**src/rtl/score_pkg.sv**
```systemverilog
// score_pkg: shared grade encoding, default windows/points, score-state widths and types
// Used by score_accumulator, grade_classifier and the HUD renderer.
package score_pkg;
  localparam int DT_W = 16;
  localparam int SCORE_W = 24;
  localparam int COMBO_W = 10;
  localparam int TALLY_W = 12;
  localparam int MULT_W = 3;
  localparam int DEF_PERFECT_WIN = 20;
  localparam int DEF_GOOD_WIN = 50;
  localparam int DEF_OK_WIN = 100;
  localparam int DEF_PTS_PERFECT = 100;
  localparam int DEF_PTS_GOOD = 50;
  localparam int DEF_PTS_OK = 20;
  localparam int DEF_COMBO_STEP = 10;
  localparam int DEF_MULT_MAX = 4;
  typedef enum logic [1:0] {
    GRADE_MISS = 2'd0,
    GRADE_OK = 2'd1,
    GRADE_GOOD = 2'd2,
    GRADE_PERFECT = 2'd3
  } grade_t;
  typedef struct packed {
    logic valid;
    grade_t grade;
    logic miss;
  } s1_t;
  typedef struct packed {
    logic [SCORE_W-1:0] score;
    logic [COMBO_W-1:0] combo;
    logic [COMBO_W-1:0] max_combo;
    logic [MULT_W-1:0] mult;
    grade_t grade;
    logic grade_valid;
    logic [TALLY_W-1:0] cnt_perfect;
    logic [TALLY_W-1:0] cnt_good;
    logic [TALLY_W-1:0] cnt_ok;
    logic [TALLY_W-1:0] cnt_miss;
  } acc_t;
  localparam acc_t ACC_RST = '{mult: MULT_W'(1), grade: GRADE_MISS, default: '0};
  // add 0..3 to a tally, holding at all-ones instead of wrapping
  function automatic logic [TALLY_W-1:0] sat_inc(input logic [TALLY_W-1:0] v, input logic [1:0] n);
    logic [TALLY_W:0] s;
    s = {1'b0, v} + (TALLY_W+1)'(n);
    return s[TALLY_W] ? '1 : s[TALLY_W-1:0];
  endfunction
endpackage

```
**src/rtl/score_accumulator_if.sv**
```systemverilog
// score_accumulator_if: match/miss event inputs and score/HUD outputs of the accumulator
// master: event source + HUD reader; slave: score_accumulator.
interface score_accumulator_if;
  import score_pkg::*;
  logic match_en;
  logic signed [DT_W-1:0] match_dt;
  logic miss_en;
  logic song_clear;
  logic [SCORE_W-1:0] score;
  logic [COMBO_W-1:0] combo;
  logic [COMBO_W-1:0] max_combo;
  logic [MULT_W-1:0] multiplier;
  grade_t grade;
  logic grade_valid;
  logic [TALLY_W-1:0] cnt_perfect;
  logic [TALLY_W-1:0] cnt_good;
  logic [TALLY_W-1:0] cnt_ok;
  logic [TALLY_W-1:0] cnt_miss;
  modport master (
    output match_en, match_dt, miss_en, song_clear,
    input score, combo, max_combo, multiplier, grade, grade_valid,
    input cnt_perfect, cnt_good, cnt_ok, cnt_miss
  );
  modport slave (
    input match_en, match_dt, miss_en, song_clear,
    output score, combo, max_combo, multiplier, grade, grade_valid,
    output cnt_perfect, cnt_good, cnt_ok, cnt_miss
  );
endinterface

```
**src/rtl/score_accumulator_grade_classifier.sv**
```systemverilog
// grade_classifier: combinational |dt| window compare giving a grade
// dt: signed timing error; grade: PERFECT/GOOD/OK/MISS with inclusive bounds.
module grade_classifier
  import score_pkg::*;
#(
  parameter int PERFECT_WIN = DEF_PERFECT_WIN,
  parameter int GOOD_WIN = DEF_GOOD_WIN,
  parameter int OK_WIN = DEF_OK_WIN
) (
  input logic signed [DT_W-1:0] dt,
  output grade_t grade
);
  logic [DT_W-1:0] mag;
  // the most negative input has no positive twin, so it clamps to the largest magnitude
  assign mag = dt == {1'b1, {(DT_W-1){1'b0}}} ? {1'b0, {(DT_W-1){1'b1}}} : dt[DT_W-1] ? -dt : dt;
  assign grade = mag <= DT_W'(PERFECT_WIN) ? GRADE_PERFECT :
                 mag <= DT_W'(GOOD_WIN) ? GRADE_GOOD :
                 mag <= DT_W'(OK_WIN) ? GRADE_OK : GRADE_MISS;
endmodule

```
**src/rtl/score_accumulator.sv**
```systemverilog
// score_accumulator: grades match events, tracks combo/multiplier, running score and tallies
// clk, rst_n (async active-low); bus (slave): match_en/match_dt/miss_en/song_clear in,
// score/combo/max_combo/multiplier/grade/grade_valid/cnt_* out. Events show up two edges later.
module score_accumulator
  import score_pkg::*;
#(
  parameter int PERFECT_WIN = DEF_PERFECT_WIN,
  parameter int GOOD_WIN = DEF_GOOD_WIN,
  parameter int OK_WIN = DEF_OK_WIN,
  parameter int PTS_PERFECT = DEF_PTS_PERFECT,
  parameter int PTS_GOOD = DEF_PTS_GOOD,
  parameter int PTS_OK = DEF_PTS_OK,
  parameter int COMBO_STEP = DEF_COMBO_STEP,
  parameter int MULT_MAX = DEF_MULT_MAX
) (
  input logic clk,
  input logic rst_n,
  score_accumulator_if.slave bus
);
  grade_t c_grade;
  s1_t s1, s1_d;
  acc_t q, d;
  logic hit, dt_miss;
  logic [1:0] n_miss;
  logic [15:0] base;
  logic [18:0] pts;
  logic [SCORE_W:0] sum;
  logic [COMBO_W-1:0] combo_hit, step;
  logic [MULT_W-1:0] mult_hit;
  grade_classifier #(.PERFECT_WIN(PERFECT_WIN), .GOOD_WIN(GOOD_WIN), .OK_WIN(OK_WIN)) u_cls (
    .dt(bus.match_dt),
    .grade(c_grade)
  );
  always_comb begin
    hit = s1.valid && s1.grade != GRADE_MISS;
    dt_miss = s1.valid && s1.grade == GRADE_MISS;
    n_miss = {1'b0, dt_miss} + {1'b0, s1.miss};
    base = s1.grade == GRADE_PERFECT ? 16'(PTS_PERFECT) : s1.grade == GRADE_GOOD ? 16'(PTS_GOOD) : 16'(PTS_OK);
    pts = 19'(base) * 19'(q.mult);
    sum = (SCORE_W+1)'(q.score) + (SCORE_W+1)'(pts);
    combo_hit = &q.combo ? q.combo : q.combo + 1'b1;
    step = combo_hit / COMBO_W'(COMBO_STEP);
    mult_hit = step >= COMBO_W'(MULT_MAX - 1) ? MULT_W'(MULT_MAX) : MULT_W'(step) + 1'b1;
    s1_d = '{valid: bus.match_en, grade: c_grade, miss: bus.miss_en};
    d = q;
    d.grade_valid = s1.valid | s1.miss;
    d.grade = s1.valid ? s1.grade : s1.miss ? GRADE_MISS : q.grade;
    d.score = !hit ? q.score : sum[SCORE_W] ? '1 : sum[SCORE_W-1:0];
    d.max_combo = hit && combo_hit > q.max_combo ? combo_hit : q.max_combo;
    // a coincident miss lands after the hit, so it wins for combo and multiplier
    d.combo = n_miss != 2'd0 ? '0 : hit ? combo_hit : q.combo;
    d.mult = n_miss != 2'd0 ? MULT_W'(1) : hit ? mult_hit : q.mult;
    d.cnt_perfect = sat_inc(q.cnt_perfect, {1'b0, hit && s1.grade == GRADE_PERFECT});
    d.cnt_good = sat_inc(q.cnt_good, {1'b0, hit && s1.grade == GRADE_GOOD});
    d.cnt_ok = sat_inc(q.cnt_ok, {1'b0, hit && s1.grade == GRADE_OK});
    d.cnt_miss = sat_inc(q.cnt_miss, n_miss);
    if (bus.song_clear) begin
      d = ACC_RST;
      s1_d = '0;
    end
  end
  always_ff @(posedge clk or negedge rst_n)
    if (!rst_n) begin
      q <= ACC_RST;
      s1 <= '0;
    end else begin
      q <= d;
      s1 <= s1_d;
    end
  assign bus.score = q.score;
  assign bus.combo = q.combo;
  assign bus.max_combo = q.max_combo;
  assign bus.multiplier = q.mult;
  assign bus.grade = q.grade;
  assign bus.grade_valid = q.grade_valid;
  assign bus.cnt_perfect = q.cnt_perfect;
  assign bus.cnt_good = q.cnt_good;
  assign bus.cnt_ok = q.cnt_ok;
  assign bus.cnt_miss = q.cnt_miss;
endmodule

```
**src/flat_wrapper.sv**
```systemverilog
// flat-port wrapper written by rule: the top's interface ports become plain ports
module score_accumulator_flat import score_pkg::*;
#(
  parameter int PERFECT_WIN = DEF_PERFECT_WIN,
  parameter int GOOD_WIN = DEF_GOOD_WIN,
  parameter int OK_WIN = DEF_OK_WIN,
  parameter int PTS_PERFECT = DEF_PTS_PERFECT,
  parameter int PTS_GOOD = DEF_PTS_GOOD,
  parameter int PTS_OK = DEF_PTS_OK,
  parameter int COMBO_STEP = DEF_COMBO_STEP,
  parameter int MULT_MAX = DEF_MULT_MAX
)
  (clk, rst_n, bus_match_en, bus_match_dt, bus_miss_en, bus_song_clear, bus_score, bus_combo, bus_max_combo, bus_multiplier, bus_grade, bus_grade_valid, bus_cnt_perfect, bus_cnt_good, bus_cnt_ok, bus_cnt_miss);
  score_accumulator_if bus_i ();
  input logic clk;
  input logic rst_n;
  input wire logic [$bits(bus_i.match_en)-1:0] bus_match_en;
  input wire logic [$bits(bus_i.match_dt)-1:0] bus_match_dt;
  input wire logic [$bits(bus_i.miss_en)-1:0] bus_miss_en;
  input wire logic [$bits(bus_i.song_clear)-1:0] bus_song_clear;
  output wire logic [$bits(bus_i.score)-1:0] bus_score;
  output wire logic [$bits(bus_i.combo)-1:0] bus_combo;
  output wire logic [$bits(bus_i.max_combo)-1:0] bus_max_combo;
  output wire logic [$bits(bus_i.multiplier)-1:0] bus_multiplier;
  output wire logic [$bits(bus_i.grade)-1:0] bus_grade;
  output wire logic [$bits(bus_i.grade_valid)-1:0] bus_grade_valid;
  output wire logic [$bits(bus_i.cnt_perfect)-1:0] bus_cnt_perfect;
  output wire logic [$bits(bus_i.cnt_good)-1:0] bus_cnt_good;
  output wire logic [$bits(bus_i.cnt_ok)-1:0] bus_cnt_ok;
  output wire logic [$bits(bus_i.cnt_miss)-1:0] bus_cnt_miss;
  assign bus_i.match_en = bus_match_en;
  assign bus_i.match_dt = bus_match_dt;
  assign bus_i.miss_en = bus_miss_en;
  assign bus_i.song_clear = bus_song_clear;
  assign bus_score = bus_i.score;
  assign bus_combo = bus_i.combo;
  assign bus_max_combo = bus_i.max_combo;
  assign bus_multiplier = bus_i.multiplier;
  assign bus_grade = bus_i.grade;
  assign bus_grade_valid = bus_i.grade_valid;
  assign bus_cnt_perfect = bus_i.cnt_perfect;
  assign bus_cnt_good = bus_i.cnt_good;
  assign bus_cnt_ok = bus_i.cnt_ok;
  assign bus_cnt_miss = bus_i.cnt_miss;
  score_accumulator #(.PERFECT_WIN(PERFECT_WIN), .GOOD_WIN(GOOD_WIN), .OK_WIN(OK_WIN), .PTS_PERFECT(PTS_PERFECT), .PTS_GOOD(PTS_GOOD), .PTS_OK(PTS_OK), .COMBO_STEP(COMBO_STEP), .MULT_MAX(MULT_MAX)) u_core (.clk(clk), .rst_n(rst_n), .bus(bus_i));
endmodule
```
**config.mk**
```make
export PLATFORM = sky130hd
export DESIGN_NAME = score_accumulator_flat
export DESIGN_NICKNAME = d
export VERILOG_FILES = /design/src/rtl/score_pkg.sv /design/src/rtl/score_accumulator_if.sv /design/src/rtl/score_accumulator_grade_classifier.sv /design/src/rtl/score_accumulator.sv /design/src/flat_wrapper.sv
export SDC_FILE = /design/constraint.sdc
export NUM_CORES = 1
export LEC_CHECK = 0
export CORE_ASPECT_RATIO = 1.5
export CORE_UTILIZATION = 35
export CTS_CLUSTER_DIAMETER = 120
export CTS_CLUSTER_SIZE = 20
export DETAILED_ROUTE_END_ITERATION = 6
export PLACE_DENSITY = 0.61
export SLEW_MARGIN = 20
export SYNTH_ARGS = -nofsm -noshare
export SYNTH_HDL_FRONTEND = slang
export SYNTH_SLANG_ARGS = --single-unit
```
**constraint.sdc**
```tcl
create_clock -name clk -period 5.8 [get_ports clk]
set_input_delay 0.87 -clock clk [delete_from_list [all_inputs] [get_ports clk]]
set_output_delay 0.87 -clock clk [all_outputs]
set_load 0.01 [all_outputs]
```
# Yosys cells after proc, flatten, opt, wreduce, memory -nomap -nowiden
# Cells that the tools add are included.
totals:
  rom_bits: 0
  latch_bits: 0
  ramBits: 0
  out_inout_bits: 98
  ff_bits: 102
  memories: 0
  inputBits: 21
  elab_cells: 72
classes:
  reduce_logical: 14
  n_mux: 24
  multipliers: 1
  magnitude_cmp: 5
  bitwise_logic: 1
  add_sub_neg: 9
  shift: 0
  n_eq_ne: 4
  n_div: 1
op_table:
  columns: ["operator", "count"]
  rows:
  - ["two-way mux 98 bit", 1]
  - ["two-way mux 12 bit", 4]
  - ["two-way mux 16 bit", 3]
  - ["two-way mux 24 bit", 2]
  - ["two-way mux 10 bit", 4]
  - ["adder 12 x 1 -> 13 bit", 3]
  - ["adder 24 x 19 -> 25 bit", 1]
  - ["multiplier 16 x 3 -> 19 bit", 1]
  - ["equality test 16 bit (second input constant)", 1]
  - ["less-or-equal comparator 16 x 5 -> 1 bit (second input constant)", 1]
  - ["less-or-equal comparator 16 x 6 -> 1 bit (second input constant)", 1]
  - ["less-or-equal comparator 16 x 7 -> 1 bit (second input constant)", 1]
  - ["negator 16 bit", 1]
  - ["adder 12 x 2 -> 13 bit", 1]
  - ["adder 10 x 1 -> 10 bit (second input constant)", 1]
  - ["divider 10 x 4 -> 10 bit (second input constant)", 1]
  - [">= comparator 10 x 2 -> 1 bit (second input constant)", 1]
  - ["greater-than comparator 10 bit", 1]
  - ["AND reduction 10 bit", 1]
  - ["two-way mux 3 bit", 3]
  - ["two-way mux 2 bit", 4]
  - ["nonzero test 2 bit", 4]
  - ["logical AND 1 bit", 6]
  - ["two-way mux 6 bit", 1]
  - ["other kinds (9)", 11]

# Depth between registers and ports, before layout
depth:
  word_depth: 8
  ltp_mapped: 21

# Hierarchy
# Synthesis repeated with hierarchy kept, for this count alone.
hier_totals:
  hier_cells: 802
  area_unflattened_um2: 7174.4
by_module_without_submodules:
  columns: ["mod", "area_each_um2", "seq_area_each_um2", "n_inst", "cells_per_inst"]
  rows:
  - ["score_accumulator", 6677.7, 2553.7, 1, 728]
  - ["grade_classifier", 496.7, 0.0, 1, 74]

# Worst setup path before layout
# OpenSTA, ideal clock, no wires.
synth_timing:
  kind: "register to register"
  start: "register u_core.s1[2] (netlist name)"
  end: "register u_core.q (netlist bit u_core.bus.score[0])"
  arrival_time_ns: 3.714
  setup_time_ns: 0.137
  stages_incl_launch_ff: 19
  slack_ns: 1.950
  n_path_buf: 2
  cell_sequence: "dfrtp_1 > clkbuf_1 > and2_1 > nor2b_1 > ha_1 > inv_1 > fa_1 > inv_1 > fa_1 > a21o_1 > a21oi_1 > o21bai_1 > a21oi_1 > o21bai_1 > a21oi_1 > nor2_1 > nand2_1 > clkbuf_1 > o21ai_0"
synth_via:
  elab_chain_len: 8
  elab_cells_between_ends: 12
synth_lines:
  columns: ["element", "line", "text"]
  rows:
  - ["start: declaration", "score_accumulator.sv:21", "s1_t s1, s1_d;"]
  - ["start signal: assignment", "score_accumulator.sv:65", "s1 <= '0;"]
  - ["start signal: assignment", "score_accumulator.sv:68", "s1 <= s1_d;"]
  - ["equality test 2 bit", "score_accumulator.sv:38", "base = s1.grade == GRADE_PERFECT ? 16'(PTS_PERFECT) : s1.grade == GRADE_GOOD ? 16'(PTS_GOOD) : 16'(PTS_OK);"]
  - ["two-way mux 6 bit", "score_accumulator.sv:38", null]
  - ["two-way mux 16 bit", "score_accumulator.sv:38", null]
  - ["multiplier 16 x 3 -> 19 bit", "score_accumulator.sv:39", "pts = 19'(base) * 19'(q.mult);"]
  - ["adder 24 x 19 -> 25 bit", "score_accumulator.sv:40", "sum = (SCORE_W+1)'(q.score) + (SCORE_W+1)'(pts);"]
  - ["two-way mux 24 bit (2 in a row)", "score_accumulator.sv:48", "d.score = !hit ? q.score : sum[SCORE_W] ? '1 : sum[SCORE_W-1:0];"]
  - ["two-way mux 98 bit", "score_accumulator.sv:57", "if (bus.song_clear) begin"]
  - ["end signal: assignment", "score_accumulator.sv:64", "q <= ACC_RST;"]
  - ["end signal: assignment", "score_accumulator.sv:67", "q <= d;"]
  - ["end: declaration", "score_accumulator.sv:22", "acc_t q, d;"]
# Parallel ways exist; a longest one is shown, timed or not. The select of a mux whose other input is x is not followed.
# A chain may end at the register's enable or synchronous reset.

# Final worst setup path
layout_timing:
  start: "register u_core.q (netlist bit u_core.bus.combo[0])"
  end: "register u_core.q (netlist bit u_core.bus.multiplier[0])"
layout_via:
  elab_chain_len: 8
  elab_cells_between_ends: 10
layout_lines:
  columns: ["element", "line", "text"]
  rows:
  - ["adder 10 x 1 -> 10 bit / AND reduction 10 bit (equally long branches)", "score_accumulator.sv:41", "combo_hit = &q.combo ? q.combo : q.combo + 1'b1;"]
  - ["two-way mux 10 bit (*)", "score_accumulator.sv:41", null]
  - ["divider 10 x 4 -> 10 bit (*)", "score_accumulator.sv:42", "step = combo_hit / COMBO_W'(COMBO_STEP);"]
  - [">= comparator 10 x 2 -> 1 bit / adder 3 x 1 -> 3 bit (equally long branches)", "score_accumulator.sv:43", "mult_hit = step >= COMBO_W'(MULT_MAX - 1) ? MULT_W'(MULT_MAX) : MULT_W'(step) + 1'b1;"]
  - ["two-way mux 3 bit (*)", "score_accumulator.sv:43", null]
  - ["two-way mux 3 bit (*) (2 in a row)", "score_accumulator.sv:52", "d.mult = n_miss != 2'd0 ? MULT_W'(1) : hit ? mult_hit : q.mult;"]
  - ["two-way mux 98 bit (*)", "score_accumulator.sv:57", null]
# Mark *: on every way between the ends. The rest lies on a longest branch, timed or not. The select of a mux whose other input is x is not followed.

==> impl_summary.log <==
[metrics] footprint of the multi-input gates: about 4300 µm²
[metrics] most used flip-flop cell after synthesis: sky130_fd_sc_hd__dfrtp_1
[metrics] layout filler cell count: a little over 2,000
[metrics] clock tree from TritonCTS: yes
[metrics] final hold vios: 0
[metrics] final clock skew: approximately 18 ps
[metrics] layout-stage area growth over the synthesis result: 22.4%
[metrics] initial drt markers: 353
[metrics] All-Layer GR Usage: a little under a fifth
[metrics] Cell Area, Synth: between 7000 and 8000 µm²
[metrics] clock root buffer: sky130_fd_sc_hd__clkbuf_16
[metrics] portion of the clock cycle consumed by the worst path in the final layout: between 80 and 90%
[metrics] sort of element at the end of the critical path: register
[metrics] die outline width: between 100 and 150 µm
[metrics] shortest period the worst path allows: 4800 ps
[metrics] maximum cell stage delay along the critical path: approximately 700 ps
[metrics] Hold/Removal Path Class: input pin to asynchronous set/reset pin
[metrics] TritonCTS sink count: 102
[metrics] core region area: just over 20,000 µm²
[metrics] Post-Place Cell Area: 8650 µm²
[metrics] number of levels the H-tree was split into: 3
[metrics] maximum clock path buffer count: 2
[metrics] worst slew margin relative to its limit: about 50%
[metrics] Clock Latency Late Sink: roughly 350 ps
[metrics] total clock buffers created by CTS: 9
[metrics] hold slack final: ~500 ps
[metrics] Critical Path Source Type: register
[metrics] Final Util: between 40% and 50%
[metrics] cell at the slowest stage of the critical path: sky130_fd_sc_hd__ha_1
[metrics] clock-pin slew on the worst setup and hold paths: around 80 ps
[metrics] syn_area_per_cell: between 8 and 9 µm²
[metrics] biggest fanout along the worst timing path: 21
[metrics] remaining number of nets flagged by the antenna check after routing: 0
[metrics] Power Dens Cells: 157 nW/µm²
[metrics] effective utilization at floorplan: around 36%
[metrics] hold bufs inserted after CTS: 0
[metrics] number of global-route vias before repair: roughly 6,300
[metrics] worst-case setup margin in the final layout: ~1000 ps
[metrics] transition time of the tightest slew-check pin: around 750 ps
[metrics] flip-flop and latch count after synthesis: roughly 100
[metrics] post-CTS setup buffers: 0
[metrics] Worst Path Arrival: approximately 5100 ps
[metrics] Resized cells post-CTS: 0
[metrics] classification of the worst setup path: register to register
[metrics] Final Max Tran Viols: 0
[metrics] Avg WL per Cell: roughly 16 µm
[metrics] number of antenna violations at the first check in global routing: 0
[metrics] RSZ-0062 raised after global routing: no
[metrics] endpoint required time on the critical path: about 6000 ps
[metrics] Seq/Total Area, Yosys: between 30% and 40%
[metrics] number of antenna repair diodes: 0
[metrics] post-detailed-route via-to-cell ratio: about 5.3
[metrics] Setup Total Neg Slack: 0 ps
[metrics] number of instances in the synthesized netlist: ~860
[metrics] TritonRoute pass-1 iters: 4
[metrics] setup violation total in the final timing report: 0
[metrics] max-cap violation count: 0
[metrics] RePlAce Congestion: 0.887
[metrics] Placement Setup Slack: 1100 ps
[metrics] CP Buf/Inv Count: 0
[metrics] maximum number of pins on one net before global-route repair: between 50 and 60
[metrics] Static Leakage: between 3 and 4 nW
[metrics] delay-heaviest family, CP: compound AO/OA/AOI/OAI gates
[metrics] total non-filler cell area in the finished layout: 8950 µm²
[metrics] DRC violations left: 0
[metrics] floorplan row count: 64
[metrics] maximum vdd drop: 0.000124 V
[metrics] floorplan die height: approximately 180 µm
[metrics] number of distinct standard cells referenced by the synthesized netlist: 74
[metrics] Seq. cell area: between 2000 and 3000 µm²
[metrics] final global-route overflow total: 0
[metrics] global-route wire length before repair: 31,700 µm
[metrics] HPWL after detailed placement: approximately 14,000 µm
[metrics] Top Ports: 119
[metrics] final layout net count: 1,018
[metrics] via count: between 6,000 and 7,000
[metrics] result of the run: complete, no violations
[metrics] number of synthesized flops with an enable pin: 0
[metrics] overall routed net length: roughly 19,000 µm
[metrics] full die area: ~21,000 µm²
[metrics] fraction of synthesis flops using an asynchronous set or reset pin: 100%
[metrics] proportion of layout cells with a drive suffix above 1: about 5.6%
[metrics] Max Clk Rate: around 210 MHz
[metrics] sequence of cells on the critical path: ha_1 -> a21boi_0 -> o31ai_1 -> nand2_1 -> nand2_1 -> a211oi_2 -> a211oi_2 -> o32a_1 -> o21ai_1 -> and2_1 -> ha_1 -> nor4_1 -> o21ai_0 -> nor4_4 -> o211ai_1 -> nand3_1
[metrics] number of nets produced by synthesis: approximately 930
[metrics] number of synthesis warnings: 0
[metrics] Buffers on Ports: ~120
==> cell usage after synthesis (10+ instances only) <==
library cell	count	area share, %
sky130_fd_sc_hd__nor2b_1	11	0.94
sky130_fd_sc_hd__dfrtp_1	101	35
sky130_fd_sc_hd__and3_1	12	1.0
sky130_fd_sc_hd__a21oi_1	78	5.3
sky130_fd_sc_hd__nor2_1	78	4.0
sky130_fd_sc_hd__clkbuf_1	34	1.7
sky130_fd_sc_hd__o21ai_0	49	3.4
sky130_fd_sc_hd__xor2_1	27	3.2
sky130_fd_sc_hd__nand4_1	10	0.86
sky130_fd_sc_hd__a211oi_1	18	1.8
sky130_fd_sc_hd__and2_1	11	0.94
sky130_fd_sc_hd__nor3_1	25	1.7
sky130_fd_sc_hd__nand3_1	44	3.0
sky130_fd_sc_hd__a31oi_1	13	1.1
sky130_fd_sc_hd__inv_1	66	3.4
sky130_fd_sc_hd__nand2_1	61	3.1
sky130_fd_sc_hd__xnor2_1	29	3.5
sky130_fd_sc_hd__ha_1	37	6.3
sky130_fd_sc_hd__mux2i_1	13	1.8
==> cells in the final DEF, fill, tap and decap left out, types with 5 or more instances in the layout <==
cell	netlist	routed
sky130_fd_sc_hd__and3_1	12	12
sky130_fd_sc_hd__ha_1	37	37
sky130_fd_sc_hd__a31oi_1	13	13
sky130_fd_sc_hd__xor2_1	27	27
sky130_fd_sc_hd__o21bai_1	5	5
sky130_fd_sc_hd__a211oi_1	18	18
sky130_fd_sc_hd__or3_1	9	9
sky130_fd_sc_hd__nand2b_1	7	7
sky130_fd_sc_hd__clkdlybuf4s50_1	0	116
sky130_fd_sc_hd__clkbuf_16	0	9
sky130_fd_sc_hd__o21ai_0	49	48
sky130_fd_sc_hd__buf_4	1	12
sky130_fd_sc_hd__nand3_1	44	44
sky130_fd_sc_hd__nand2_1	61	61
sky130_fd_sc_hd__and2_1	11	11
sky130_fd_sc_hd__a22oi_1	5	5
sky130_fd_sc_hd__a41oi_1	5	5
sky130_fd_sc_hd__a21oi_1	78	78
sky130_fd_sc_hd__nor2_1	78	78
sky130_fd_sc_hd__fa_1	9	9
sky130_fd_sc_hd__inv_1	66	66
sky130_fd_sc_hd__nand4_1	10	10
sky130_fd_sc_hd__nor3b_1	5	5
sky130_fd_sc_hd__nor2b_1	11	11
sky130_fd_sc_hd__a21o_1	7	7
sky130_fd_sc_hd__dfrtp_1	101	101
sky130_fd_sc_hd__mux2i_1	13	13
sky130_fd_sc_hd__nor3_1	25	25
sky130_fd_sc_hd__o211ai_1	5	5
sky130_fd_sc_hd__xnor2_1	29	29
==> worst reg2reg max path: cells and delay by family (launching register included) <==
kind	cells	cell delay [ps]
AO/OA/AOI/OAI	8	1760
adder cells (fa/ha/maj)	2	880
flip-flops	1	510
AND/OR/NAND/NOR	6	1620
==> flip-flops by register name, summed over array words and instances, names as in the netlist <==
signal / cells
u_core.bus.cnt_ok: 12
u_core.bus.score: 24
u_core.bus.max_combo: 10
u_core.bus.cnt_good: 12
u_core.bus.grade: 2
u_core.bus.grade_valid: 1
u_core.s1: 4
u_core.bus.cnt_miss: 12
u_core.bus.multiplier: 3
u_core.bus.combo: 10
u_core.bus.cnt_perfect: 12
==> through the flow <==
stage,instances,power [mW]
global placement,1204,0.818
floorplan,861,0.771
detailed placement,1204,0.818
CTS,1220,1.43
global route,1220,1.47
finish,1220,1.41
==> routing by layer <==
| metal | routed length [µm] | track usage [%] | vias to the layer above | part of all wire [%] |
|---|---|---|---|---|
| met5 | 0 | 0 | - | 0 |
| met4 | 340 | 5.52 | 0 | 1.8 |
| met3 | 786 | 3.02 | 18 | 4.1 |
| li1 | - | - | 3203 | - |
| met2 | 10400 | 35.4 | 119 | 55 |
| met1 | 7570 | 20.2 | 3135 | 40 |
==> cell families after synthesis <==
family	after synthesis	share of synthesized area [%]
and+or+nand+nor	296	20.5
AOI/OAI and AO/OA	223	19.5
buffers and inverters	119	6.88
DFF	102	34.9
xor gates and xnor gates	56	6.71
adders and majority gates	48	9.07
muxes	17	2.40
==> area by class of cell <==
cell class,count,area share [%]
Multi-Input combinational cell,640,47.5
Sequential cell,102,28.5
Timing Repair Buffer,129,14.0
Tap cell,264,3.69
Inverter,69,2.89
Clock buffer,9,2.52
Clock inverter,7,0.811
==> final timing paths <==
| check | from | end | slack [ps] | depth (start not counted) |
|---|---|---|---|---|
| worst max-delay path | u_core.bus.combo[0] | u_core.bus.multiplier[0] | 1000 | 16 |
| worst min-delay path | rst_n | u_core.bus.cnt_miss[7] | 500 | 1 |
| worst max register to register | u_core.bus.combo[0] | u_core.bus.multiplier[0] | 1000 | 16 |
| worst min register to register | u_core.bus.grade[0] | u_core.bus.grade[0] | 530 | 2 |
| max in group asynchronous | rst_n | u_core.bus.combo[5] | 4100 | 2 |
| min in group clk | u_core.bus.grade[0] | u_core.bus.grade[0] | 530 | 2 |
==> where the power goes <==
| part | leakage [nW] | switching [mW] | internal, mW |
|---|---|---|---|
| Sequential | 1.42 | 0.00273 | 0.714 |
| Combinational | 2.08 | 0.0534 | 0.0322 |
| Clock | 0.143 | 0.302 | 0.305 |
(Power assumes the default switching activity.)
